--- config.mk ---
export PLATFORM = sky130hd
export DESIGN_NAME = axi_lite_master_txn
export DESIGN_NICKNAME = d
export VERILOG_FILES = /design/src/rtl/axi_lite_master_txn.sv
export SDC_FILE = /design/constraint.sdc
export NUM_CORES = 1
export LEC_CHECK = 0
export ABC_AREA = 0
export ABC_CLOCK_PERIOD_IN_PS = 1900
export BUFFER_PORTS_ARGS = -buffer_cell sky130_fd_sc_hd__buf_2
export CAP_MARGIN = 25
export CORE_ASPECT_RATIO = 0.75
export CORE_MARGIN = 2
export CORE_UTILIZATION = 44
export CTS_CLUSTER_SIZE = 24
export DETAILED_ROUTE_END_ITERATION = 8
export PLACE_DENSITY = 0.76
export SLEW_MARGIN = 15
export SYNTH_ARGS = -nofsm -noshare
export SYNTH_HDL_FRONTEND = slang
export SYNTH_SLANG_ARGS = --single-unit
--- constraint.sdc ---
create_clock -name clk -period 1.9 [get_ports clk]
set_clock_uncertainty 0.05 [all_clocks]
set_input_delay 0.38 -clock clk [delete_from_list [all_inputs] [get_ports clk]]
set_output_delay 0.38 -clock clk [all_outputs]
set_load 0.005 [all_outputs]
--- src/rtl/axi_lite_master_txn.sv ---
// axi_lite_master_txn: AXI4-Lite master traffic generator.
// A rising edge on init runs NUM_TXN single-beat writes to consecutive words,
// then reads the same words back and compares them on the fly. txn_done pulses
// for one cycle when the sequence ends; error is a sticky mismatch / non-OKAY flag
// that is cleared at the next start.
//
// Ports:
//   clk, reset_n           clock, synchronous active-low reset
//   init                   start request (level, rising edge detected)
//   error, txn_done        sticky failure flag, one-cycle completion pulse
//   aw*/w*/b*/ar*/r*       AXI4-Lite master interface (6-bit address, 32-bit data)
//
// Configuration macro:
//   AXIL_TIMEOUT_EN        adds a handshake watchdog that aborts a stalled sequence
module axi_lite_master_txn #(
  parameter int unsigned NUM_TXN   = 4,
  parameter logic [5:0]  BASE_ADDR = 6'h00,
  parameter logic [31:0] DATA_SEED = 32'hA5A5_0000
) (
  input  logic        clk,
  input  logic        reset_n,
  input  logic        init,
  output logic        error,
  output logic        txn_done,
  output logic [5:0]  awaddr,
  output logic [2:0]  awprot,
  output logic        awvalid,
  input  logic        awready,
  output logic [31:0] wdata,
  output logic [3:0]  wstrb,
  output logic        wvalid,
  input  logic        wready,
  input  logic [1:0]  bresp,
  input  logic        bvalid,
  output logic        bready,
  output logic [5:0]  araddr,
  output logic [2:0]  arprot,
  output logic        arvalid,
  input  logic        arready,
  input  logic [31:0] rdata,
  input  logic [1:0]  rresp,
  input  logic        rvalid,
  output logic        rready
);

  localparam int unsigned CW = 4;
  localparam int unsigned AW = 6;
  localparam int unsigned DW = 32;

  typedef enum logic [2:0] {
    IDLE,
    WR_ADDR_DATA,
    WR_RESP,
    RD_ADDR,
    RD_DATA,
    DONE
  } state_t;

  state_t        state;
  logic          init_q;
  logic [CW-1:0] wcnt;
  logic [CW-1:0] rcnt;

  // Word index -> byte address / expected data (6-bit address wrap, 32-bit data wrap)
  function automatic logic [AW-1:0] word_addr(input logic [CW-1:0] idx);
    return BASE_ADDR + AW'({idx, 2'b00});
  endfunction

  function automatic logic [DW-1:0] word_data(input logic [CW-1:0] idx);
    return DATA_SEED + DW'(idx);
  endfunction

  logic          start;
  logic          aw_hs, w_hs, b_hs, ar_hs, r_hs;
  logic          aw_fin, w_fin;
  logic          last_w, last_r;
  logic [CW-1:0] wcnt_nxt, rcnt_nxt;
  logic          timeout;

  assign start  = init && !init_q;
  assign aw_hs  = awvalid && awready;
  assign w_hs   = wvalid && wready;
  assign b_hs   = bvalid && bready;
  assign ar_hs  = arvalid && arready;
  assign r_hs   = rvalid && rready;
  // A channel is finished once its valid has dropped or it handshakes this cycle
  assign aw_fin = !awvalid || awready;
  assign w_fin  = !wvalid || wready;
  assign last_w = (wcnt == CW'(NUM_TXN - 1));
  assign last_r = (rcnt == CW'(NUM_TXN - 1));
  assign wcnt_nxt = last_w ? '0 : wcnt + CW'(1);
  assign rcnt_nxt = last_r ? '0 : rcnt + CW'(1);

`ifdef AXIL_TIMEOUT_EN
  localparam int unsigned TOW = 16;
  // Counter holds edges elapsed since the last handshake; abort fires on the 1023rd
  localparam logic [TOW-1:0] TO_LAST = TOW'(1022);

  logic [TOW-1:0] wdog;

  // Watchdog: reloaded on any handshake, parked while idle
  always_ff @(posedge clk) begin
    if (!reset_n) begin
      wdog <= '0;
    end else if (state == IDLE || aw_hs || w_hs || b_hs || ar_hs || r_hs) begin
      wdog <= '0;
    end else begin
      wdog <= wdog + TOW'(1);
    end
  end

  assign timeout = (state != IDLE) && (wdog == TO_LAST);
`else
  assign timeout = 1'b0;
`endif

  // Sequencer: one outstanding transaction, all bus outputs registered
  always_ff @(posedge clk) begin
    if (!reset_n) begin
      state    <= IDLE;
      init_q   <= 1'b0;
      wcnt     <= '0;
      rcnt     <= '0;
      error    <= 1'b0;
      txn_done <= 1'b0;
      awaddr   <= '0;
      awprot   <= '0;
      awvalid  <= 1'b0;
      wdata    <= '0;
      wstrb    <= '0;
      wvalid   <= 1'b0;
      bready   <= 1'b0;
      araddr   <= '0;
      arprot   <= '0;
      arvalid  <= 1'b0;
      rready   <= 1'b0;
    end else begin
      init_q   <= init;
      txn_done <= 1'b0;
      if (timeout) begin
        error    <= 1'b1;
        awvalid  <= 1'b0;
        wvalid   <= 1'b0;
        bready   <= 1'b0;
        arvalid  <= 1'b0;
        rready   <= 1'b0;
        wcnt     <= '0;
        rcnt     <= '0;
        txn_done <= 1'b1;
        state    <= IDLE;
      end else begin
        case (state)
          IDLE: begin
            if (start) begin
              error   <= 1'b0;
              wcnt    <= '0;
              rcnt    <= '0;
              awaddr  <= word_addr(CW'(0));
              wdata   <= word_data(CW'(0));
              wstrb   <= 4'hF;
              awvalid <= 1'b1;
              wvalid  <= 1'b1;
              state   <= WR_ADDR_DATA;
            end
          end
          WR_ADDR_DATA: begin
            if (aw_hs) awvalid <= 1'b0;
            if (w_hs)  wvalid  <= 1'b0;
            if (aw_fin && w_fin) begin
              bready <= 1'b1;
              state  <= WR_RESP;
            end
          end
          WR_RESP: begin
            if (b_hs) begin
              bready <= 1'b0;
              if (bresp != 2'b00) error <= 1'b1;
              wcnt <= wcnt_nxt;
              if (last_w) begin
                araddr  <= word_addr(CW'(0));
                arvalid <= 1'b1;
                state   <= RD_ADDR;
              end else begin
                awaddr  <= word_addr(wcnt_nxt);
                wdata   <= word_data(wcnt_nxt);
                awvalid <= 1'b1;
                wvalid  <= 1'b1;
                state   <= WR_ADDR_DATA;
              end
            end
          end
          RD_ADDR: begin
            if (ar_hs) begin
              arvalid <= 1'b0;
              rready  <= 1'b1;
              state   <= RD_DATA;
            end
          end
          RD_DATA: begin
            if (r_hs) begin
              rready <= 1'b0;
              if (rdata != word_data(rcnt) || rresp != 2'b00) error <= 1'b1;
              rcnt <= rcnt_nxt;
              if (last_r) begin
                txn_done <= 1'b1;
                state    <= DONE;
              end else begin
                araddr  <= word_addr(rcnt_nxt);
                arvalid <= 1'b1;
                state   <= RD_ADDR;
              end
            end
          end
          DONE: begin
            state <= IDLE;
          end
          default: begin
            state <= IDLE;
          end
        endcase
      end
    end
  end

endmodule
==> metrics.yaml, run 1 <==
run_status:
  status: "finished clean"
power_and_ir_drop:
  leakage_nw: 1.06
  p_per_area_nw_per_um2: 849
  peakVddDrop_uv: 629
sta:
  fmax_ghz: 0.555
  rsz0062_at_grt: "false"
  period_share_pct: 94.9
  period_needed_ns: 1.80
  finalSetupViolations: 0
  setup_tns_ns: 0
  maxSlewViolCount: 0
  hold_viol: 0
clock_network:
  cts_sinks: 29
  ctsHtreeMaxLevel: 2
  insertion_delay_ns: 0.29
  numCtsBuffers: 5
  holdBufCountCts: 0
  cts_tree: "yes"
  ctsRootBufferMaster: "clkbuf_8"
  clkTransAtPathRegs_ns: 0.06
  clk_path_buf_depth: 2
yosys:
  synth-xor-area-share_pct: 3.79
  synth_top_family_by_area: "simple AND/OR/NAND/NOR gates"
  synth_simple_gate_area_share_pct: 27.7
  synth_compound_area_share_pct: 13.0
  synthAdderAreaFrac_pct: 1.35
  async_reset_ff_share_pct: 0
  synthMuxAreaShare_pct: 2.23
  ys_seq_area_share_pct: 31.4
  synth_cell_types: 50
  synth_edf_count: 0
  ys.flop_type: "dfxtp_1"
  syn_area_per_cell_um2: 8.37
  synth_seq_cells: 29
  synth_top_area_cell: "dfxtp_1"
  synthTopCellsByArea: "dfxtp_1, buf_4, nand2_1"
  synthCells: 221
  yosys_warnings: 0
  synth_top_area_share_pct: 31.4
  synth_area_um2: 1850
setup_path:
  ff2ff_setup_slack_ns: 0.1
  critical_path_arrival_ns: 1.99
  worstPathMaxFanout: 10
  worstSetupPathType: "flop to flop"
  worst-endpoint-required_ns: 2.09
  critical_path.endpoint_type: "flop"
  startpoint_type: "flop"
detailed_routing:
  drtIter0Drc: 53
  routed_wl_um: 4050
  ant_nets: 0
  drc: 0
  wire_per_inst_um: 11.7
  vias: 1618
  routed_via_density: 4.66
  drt-pass1-iter-count: 4
placed_design:
  port-buffer-count: 74
  dp.final_hpwl_um: 3170
  gp_congestion: 0.844
  placed_cell_area_um2: 2090
run:
  drv_cap: 0
die:
  io_pins: 105
  dieHeight_um: 60.1
  fp-row-count: 20
  fp.coreArea_um2: 4050
  die_w_um: 78.9
  start_util_pct: 45.6
  dieArea_um2: 4740
cells_and_area:
  mostFrequentLayoutCells: "buf_2, conb_1, dfxtp_1"
  finalInstanceArea_um2: 2210
  drive_gt1_share_pct: 35.6
  num-fill-cells: 387
  antenna_cells: 0
  layout_commonest_cell: "buf_2"
  areaGrowthSynthToFinish_pct: 19.4
  final_nets: 337
grt:
  grt_pass1_wl_um: 6050
  grt_pass1_vias: 1345
  antenna_found_initial: 0
  track_usage_pct: 16.6
  grt_max_degree: 21
  grt_overflow: 0
worst_hold_path:
  hold_class: "input port to flop"
-- routing by layer --
layer | routed length, um | vias to the layer above | global-route usage [%]
met5 | 0 | - | 0
met4 | 84 | 0 | 9.36
met3 | 268 | 8 | 4.38
met2 | 1810 | 64 | 24.4
met1 | 1890 | 708 | 22.3
li1 | - | 838 | -
-- cells in the mapped netlist (all sizes together) (3+ instances only) --
master and number:
nand2 27, inv 3, nand4 4, nand2b 4
clkbuf 3, nor3 3, a21oi 8, nor3b 6
buf 47, o211a 3, nand3 13, nor4 3
nor2 17, a22oi 4, xnor2 6, o22ai 5
dfxtp 29, mux2i 3
-- metrics by stage --
| step | util [%] | cells | power [mW] | hold WS (ns) | setup WS [ns] |
|---|---|---|---|---|---|
| 6_report | 54.4 | 347 | 1.87 | 0.262 | 0.0973 |
| 5_1_grt | 54.4 | 347 | 2.01 | 0.285 | 0.00350 |
| 4_1_cts | 53.6 | 345 | 1.87 | 0.256 | 0.0336 |
| 3_5_place_dp | 51.6 | 337 | 1.39 | 0.395 | 0.0690 |
| 3_3_place_gp | 51.6 | 337 | 1.38 | 0.407 | 0.130 |
| 2_1_floorplan | - | 250 | 1.27 | 0.394 | 0.180 |
-- logic make-up after synthesis --
kind of cell    after synthesis
flops                        29
compound gates               33
simple gates                 91
buf+inv                      53
xor+xnor                      8
fa+ha+maj                     2
mux                           4
other cells                   1
-- registers in the layout, indices dropped and copies added (netlist names), 2 cells and up --
register,cells
wdata,2
wcnt,4
state,3
rcnt,4
awaddr,3
araddr,4
-- cell type report --
type,instances,area [um2],area share [%]
multi-input cells,168,1020,46.3
flip-flops and latches,29,581,26.3
repair buffers,84,445,20.2
clock buffers,8,80.1,3.63
well taps,55,68.8,3.12
inverters,3,11.3,0.510
-- path summary, 6_finish.rpt --
kind,startpoint,to,depth (start not counted)
worst max register to register,state[1]$_SDFFE_PN0P_,wcnt[2]$_SDFFE_PN0P_,5
worst max-delay path,state[1]$_SDFFE_PN0P_,wcnt[2]$_SDFFE_PN0P_,5
worst min-delay path,init,init_q$_SDFF_PN0_,2
worst min register to register,awaddr[3]$_SDFFE_PN0P_,awaddr[3]$_SDFFE_PN0P_,2
-- critical path, stage by stage (launching register included) --
cell	delay, ns
dfxtp_1	0.55
nor3b_4	0.41
nand4_2	0.17
or2_4	0.28
nor3b_2	0.20
a21o_1	0.10
-- where the power goes --
| part | internal [mW] | switching [mW] | leakage [nW] |
|---|---|---|---|
| sequential | 0.679 | 0.0900 | 0.236 |
| combinational | 0.303 | 0.329 | 0.784 |
| clock | 0.259 | 0.214 | 0.0395 |
| total | 1.24 | 0.633 | 1.06 |
-- what timing repair did --
item / CTS / global route
hold endpoints to repair: 0 / 0
gates resized for setup: 0 / 4
endpoints found under the setup margin: 0 / 12
setup buffers: 0 / 2
Power figures use the tool's default switching activity.
==> run 2: changes to the inputs <==
- ABC_CLOCK_PERIOD_IN_PS: 1900 -> 2100
- CORE_UTILIZATION: 44 -> 48
- PLACE_DENSITY: 0.76 -> 0.82
- clock period: 1.9 -> 2.1 ns (I/O delays scaled with it)
==> run 2 against run 1 <==
Compared with the run above: setup slack improved by 0.086 ns; register-to-register slack improved by 0.09 ns; critical endpoint is now araddr[2]$_SDFFE_PN0P_; clock-buffer cell count unchanged; utilization is 3.6 points higher; non-clock buffer count is 6 lower; largest cell class unchanged; maximum frequency decreased by 5.9%; sequential share of layout area is 0.85 points higher; highest routed layer unchanged; critical path type unchanged; worst hold slack better by 0.043 ns.
==> metrics.yaml, run 2 (same netlist as run 1, synthesis figures left out) <==
grt:
  grt_overflow: 0  # unchanged
  grt_pass1_vias: 1305  # -3.0%
  grt_max_degree: 21  # unchanged
  antenna_found_initial: 0  # unchanged
  track_usage_pct: 18.3  # +1.7 points
  grt_pass1_wl_um: 6070  # +0.35%
worst_hold_path:
  min_from: "init"
  hold_class: "input port to flop"
sta:
  setup_tns_ns: 0  # unchanged
  hold_slack_ns: 0.305  # +0.0429 ns
  fmax_ghz: 0.522  # -5.9%
  rsz0062_at_grt: "false"
  period_share_pct: 91.3  # -3.6 points
  maxSlewViolCount: 0  # unchanged
  period_needed_ns: 1.92  # +0.114 ns
  hold_viol: 0  # unchanged
  finalSetupViolations: 0  # unchanged
setup_path:
  r2r-start: "wcnt[0]$_SDFFE_PN0P_"
  cp_slowest_stage_delay_ns: 0.49  # -0.06 ns
  worst-endpoint-required_ns: 2.22  # +0.13 ns
  worstSetupPathType: "flop to flop"
  critical_path.endpoint_type: "flop"
  startpoint: "wcnt[0]$_SDFFE_PN0P_"
  cp_cell_sequence: "ha_1 -> or3b_2 -> nand2_1 -> and4_1 -> nor2_2 -> a32o_1"
  crit_slowest_cell: "or3b_2"
  startpoint_type: "flop"
  critical_path_arrival_ns: 2.04  # +0.05 ns
  worstPathMaxFanout: 5  # -5
power_and_ir_drop:
  leakage_nw: 1.03  # -3.2%
  p_per_area_nw_per_um2: 786  # -7.5%
  total_power_mw: 1.68  # -10%
  peakVddDrop_uv: 482  # -23%
die:
  io_pins: 105  # unchanged
  start_util_pct: 50.2  # +4.6 points
  dieHeight_um: 57.8  # -4.0%
  fp-row-count: 19  # -5.0%
  die_w_um: 75.7  # -4.0%
  fp.coreArea_um2: 3680  # -9.1%
  dieArea_um2: 4370  # -7.9%
run:
  drv_cap: 0  # unchanged
clock_network:
  clk_path_buf_depth: 2  # unchanged
  post_cts_resized: 0  # unchanged
  numCtsBuffers: 5  # unchanged
  ctsHtreeMaxLevel: 2  # unchanged
  cts_setup_buffers: 0  # unchanged
  holdBufCountCts: 0  # unchanged
  cts_sinks: 29  # unchanged
  ctsRootBufferMaster: "clkbuf_8"
  clkTransAtPathRegs_ns: 0.06  # about the same
  cts_tree: "yes"
  insertion_delay_ns: 0.28  # about the same
cells_and_area:
  multi_input_area_um2: 1000  # -2.0%
  mostFrequentLayoutCells: "buf_2, conb_1, dfxtp_1"
  layout.cells.non_filler: 338  # -2.6%
  layout_commonest_cell: "buf_2"
  reg_top3: "araddr (4), rcnt (4), wcnt (4)"
  regArea_um2: 581  # unchanged
  antenna_cells: 0  # unchanged
  drive_gt1_share_pct: 33.2  # -2.4 points
  num-fill-cells: 375  # -3.1%
  areaGrowthSynthToFinish_pct: 15.6
  final_nets: 331  # -1.8%
placed_design:
  dp_cells: 330  # -2.1%
  port-buffer-count: 74  # unchanged
  gp_congestion: 0.863  # +2.3%
  dp.final_hpwl_um: 3090  # -2.6%
detailed_routing:
  ant_nets: 0  # unchanged
  drtIter0Drc: 70  # +32%
  drt-pass1-iter-count: 4  # unchanged
  routed_wl_um: 3910  # -3.4%
  wire_per_inst_um: 11.6  # -0.81%
  routed_via_density: 4.79  # +2.8%
  drc: 0  # unchanged
  vias: 1620  # +0.12%
run_status:
  status: "finished clean"
-- run 2: through the flow --
| step | util [%] | area, um2 | setup slack, ns |
|---|---|---|---|
| 2_1_floorplan | - | 1960 | 0.380 |
| 5_1_grt | 58.0 | 2140 | 0.0707 |
| 3_3_place_gp | 55.9 | 2060 | 0.273 |
| 6_report | 58.0 | 2140 | 0.183 |
| 4_1_cts | 58.0 | 2140 | 0.182 |
| 3_5_place_dp | 55.9 | 2060 | 0.223 |
-- run 2: worst paths after layout --
| path | slack [ns] | to | cells past startpoint |
|---|---|---|---|
| worst max-delay path | 0.18 | araddr[2]$_SDFFE_PN0P_ | 6 |
| worst min-delay path | 0.30 | init_q$_SDFF_PN0_ | 2 |
| worst max register to register | 0.18 | araddr[2]$_SDFFE_PN0P_ | 6 |
| worst min register to register | 0.42 | awaddr[3]$_SDFFE_PN0P_ | 2 |
-- run 2: power breakdown --
part	total, mW	switching (mW)	internal (mW)
Sequential	0.697	0.0821	0.614
Clock	0.434	0.199	0.235
Combinational	0.550	0.286	0.264
-- run 2: layer usage --
| layer | vias up | routed length [um] | global-route usage [%] |
|---|---|---|---|
| met1 | 729 | 1820 | 26.3 |
| met2 | 56 | 1750 | 24.6 |
| met3 | 12 | 256 | 7.48 |
| li1 | 823 | - | - |
| met4 | 0 | 79 | 6.52 |
| met5 | - | 0 | 0 |
-- run 2: layout make-up --
cell class	count	area share, %
well taps	52	3.04
multi-input cells	168	46.8
repair buffers	78	18.7
clock buffers	8	3.74
flip-flops and latches	29	27.2
inverters	3	0.527
-- run 2: critical path, delay by kind of cell (launching register included) --
family,cells,cell delay (ns)
compound gates,1,0.21
simple gates,4,0.90
fa+ha+maj,1,0.25
flops,1,0.39
==> run 3: changes to the inputs <==
- CELL_PAD_IN_SITES_DETAIL_PLACEMENT: default -> 0
- CELL_PAD_IN_SITES_GLOBAL_PLACEMENT: default -> 1
- CORE_UTILIZATION: 48 -> 33
- PLACE_DENSITY: 0.82 -> 0.81
==> run 3 against run 2 <==
Compared with the run above: die area is 42% higher; maximum frequency about the same; clock power increased by 7.1%; via count is 1.8% lower; sequential share of layout area shrank 0.53 points; clock-buffer cell count fell by 1; wire length up 8.5%; final area rose by 2.0%; non-clock buffer count grew 1; largest power group unchanged.
==> metrics.yaml, run 3 (same netlist as run 1, synthesis figures left out) <==
power_and_ir_drop:
  leakage_nw: 1.03  # +0.93%
  peakVddDrop_uv: 362  # -25%
  p_per_area_nw_per_um2: 790  # +0.54%
worst_hold_path:
  worstHoldEndpoint: "init_q$_SDFF_PN0_"
  hold_depth: 2  # unchanged
  hold_class: "input port to flop"
  min_from: "init"
setup_path:
  worst-path-buf-inv: 0  # unchanged
  cpLargestDelayFamily: "simple AND/OR/NAND/NOR gates"
  r2r-start: "wcnt[0]$_SDFFE_PN0P_"
  crit_slowest_cell: "or3b_2"
  critical_path.endpoint_type: "flop"
  critical_path_arrival_ns: 2.03  # about the same
  cp_slowest_stage_delay_ns: 0.50  # about the same
  ff2ff_setup_slack_ns: 0.18  # about the same
  worstPathMaxFanout: 5  # unchanged
  reg2reg_depth: 6  # unchanged
  timing.rr.end: "araddr[2]$_SDFFE_PN0P_"
  worstSetupPathType: "flop to flop"
  cp_cell_sequence: "ha_1 -> or3b_2 -> nand2_1 -> and4_1 -> nor2_2 -> a32o_1"
  startpoint_type: "flop"
  worst-endpoint-required_ns: 2.22  # about the same
clock_network:
  cts_setup_buffers: 0  # unchanged
  post_cts_resized: 0  # unchanged
  cts_sinks: 29  # unchanged
  insertion_delay_ns: 0.28  # about the same
  ctsHtreeMaxLevel: 2  # unchanged
  numCtsBuffers: 5  # unchanged
  holdBufCountCts: 0  # unchanged
  clkTransAtPathRegs_ns: 0.07  # about the same
  cts_tree: "yes"
  clk_path_buf_depth: 2  # unchanged
  ctsRootBufferMaster: "clkbuf_8"
die:
  io_pins: 105  # unchanged
  fp.coreArea_um2: 5380  # +46%
  die_w_um: 90.4  # +20%
  dieArea_um2: 6220  # +42%
  start_util_pct: 34.4  # -16 points
  fp-row-count: 23  # +4
  dieHeight_um: 68.8  # +19%
run_status:
  status: "finished clean"
detailed_routing:
  drtIter0Drc: 82  # +17%
  drc: 0  # unchanged
  wire_per_inst_um: 11.7  # +1.6%
  routed_via_density: 4.41  # -8.0%
  ant_nets: 0  # unchanged
  vias: 1591  # -1.8%
  drt-pass1-iter-count: 4  # unchanged
  routed_wl_um: 4240  # +8.5%
sta:
  finalSetupViolations: 0  # unchanged
  rsz0062_at_grt: "false"
  period_share_pct: 91.2  # about the same
  period_needed_ns: 1.92  # -0.00131 ns
  hold_slack_ns: 0.313  # +0.00778 ns
  hold_viol: 0  # unchanged
  fmax_ghz: 0.522  # about the same
  maxSlewViolCount: 0  # unchanged
  setup_tns_ns: 0  # unchanged
grt:
  grt_max_degree: 20  # -4.8%
  grt_pass1_vias: 1309  # +0.31%
  grt_pass1_wl_um: 6340  # +4.4%
  antenna_found_initial: 0  # unchanged
  track_usage_pct: 13.0  # -5.3 points
  grt_overflow: 0  # unchanged
cells_and_area:
  antenna_cells: 0  # unchanged
  final_nets: 332  # +0.30%
  reg_top3: "araddr (4), rcnt (4), wcnt (4)"
  layout_commonest_cell: "buf_2"
  areaGrowthSynthToFinish_pct: 17.9
  mostFrequentLayoutCells: "buf_2, conb_1, dfxtp_1"
  finalInstanceArea_um2: 2180  # +2.0%
  drive_gt1_share_pct: 33.9  # +0.70 points
placed_design:
  port-buffer-count: 74  # unchanged
  dp.final_hpwl_um: 3370  # +9.1%
  placed_cell_area_um2: 2090  # +1.8%
  gp_congestion: 0.822  # -4.9%
run:
  drv_cap: 0  # unchanged
==> run 3: changes by cell type in the layout (fill, tap and decap cells not counted) <==
cell,delta
clkbuf_1,-2
clkbuf_8,+1
buf_4,+1
==> run 3: worst reg2reg max path, delay by kind of cell, from the launching register on <==
kind / cells / cell delay, ns
DFF: 1 / 0.39
and+or+nand+nor: 4 / 0.89
adders and majority gates: 1 / 0.27
AOI/OAI and AO/OA: 1 / 0.20
==> run 3: cell type report <==
class                   count  area, um2
fillers                   590       3200
multi-input cells         168       1000
flip-flops and latches     29        581
repair buffers             79        408
well taps                  75       93.8
clock buffers               7       86.3
inverters                   3       11.3
==> run 3: worst max path at each step <==
stage / start / end / slack (ns) / cells after the start
detailed placement: wcnt[0]$_SDFFE_PN0P_ / araddr[2]$_SDFFE_PN0P_ / 0.21 / 6
CTS: wcnt[0]$_SDFFE_PN0P_ / araddr[2]$_SDFFE_PN0P_ / 0.19 / 6
floorplan: wcnt[0]$_SDFFE_PN0P_ / araddr[2]$_SDFFE_PN0P_ / 0.38 / 6
global route: wcnt[0]$_SDFFE_PN0P_ / araddr[2]$_SDFFE_PN0P_ / 0.1 / 6
finish: wcnt[0]$_SDFFE_PN0P_ / araddr[2]$_SDFFE_PN0P_ / 0.18 / 6
global placement: wcnt[0]$_SDFFE_PN0P_ / araddr[2]$_SDFFE_PN0P_ / 0.28 / 6
==> run 3: per-layer routing <==
metal / track usage (%) / up-vias / wire (um)
met5: 0 / - / 0
met4: 4.62 / 0 / 12
met3: 3.59 / 2 / 230
met2: 17.1 / 46 / 1800
met1: 19.8 / 718 / 2200
li1: - / 825 / -
==> run 3: through the flow <==
stage                     setup slack (ns)  total power, mW  utilization [%]  instances
final                                0.185             1.72             40.5        361
after global routing                0.0963             1.86             40.5        361
after floorplan                      0.380             1.15                -        250
after global placement               0.278             1.27             38.9        354
after CTS                            0.189             1.74             40.5        361
after detailed placement             0.206             1.27             38.9        354
==> run 3: power by group <==
group | total [mW] | internal [mW] | switching (mW)
Sequential | 0.695 | 0.614 | 0.0806
Combinational | 0.563 | 0.271 | 0.292
Clock | 0.465 | 0.260 | 0.205
Total | 1.72 | 1.14 | 0.578
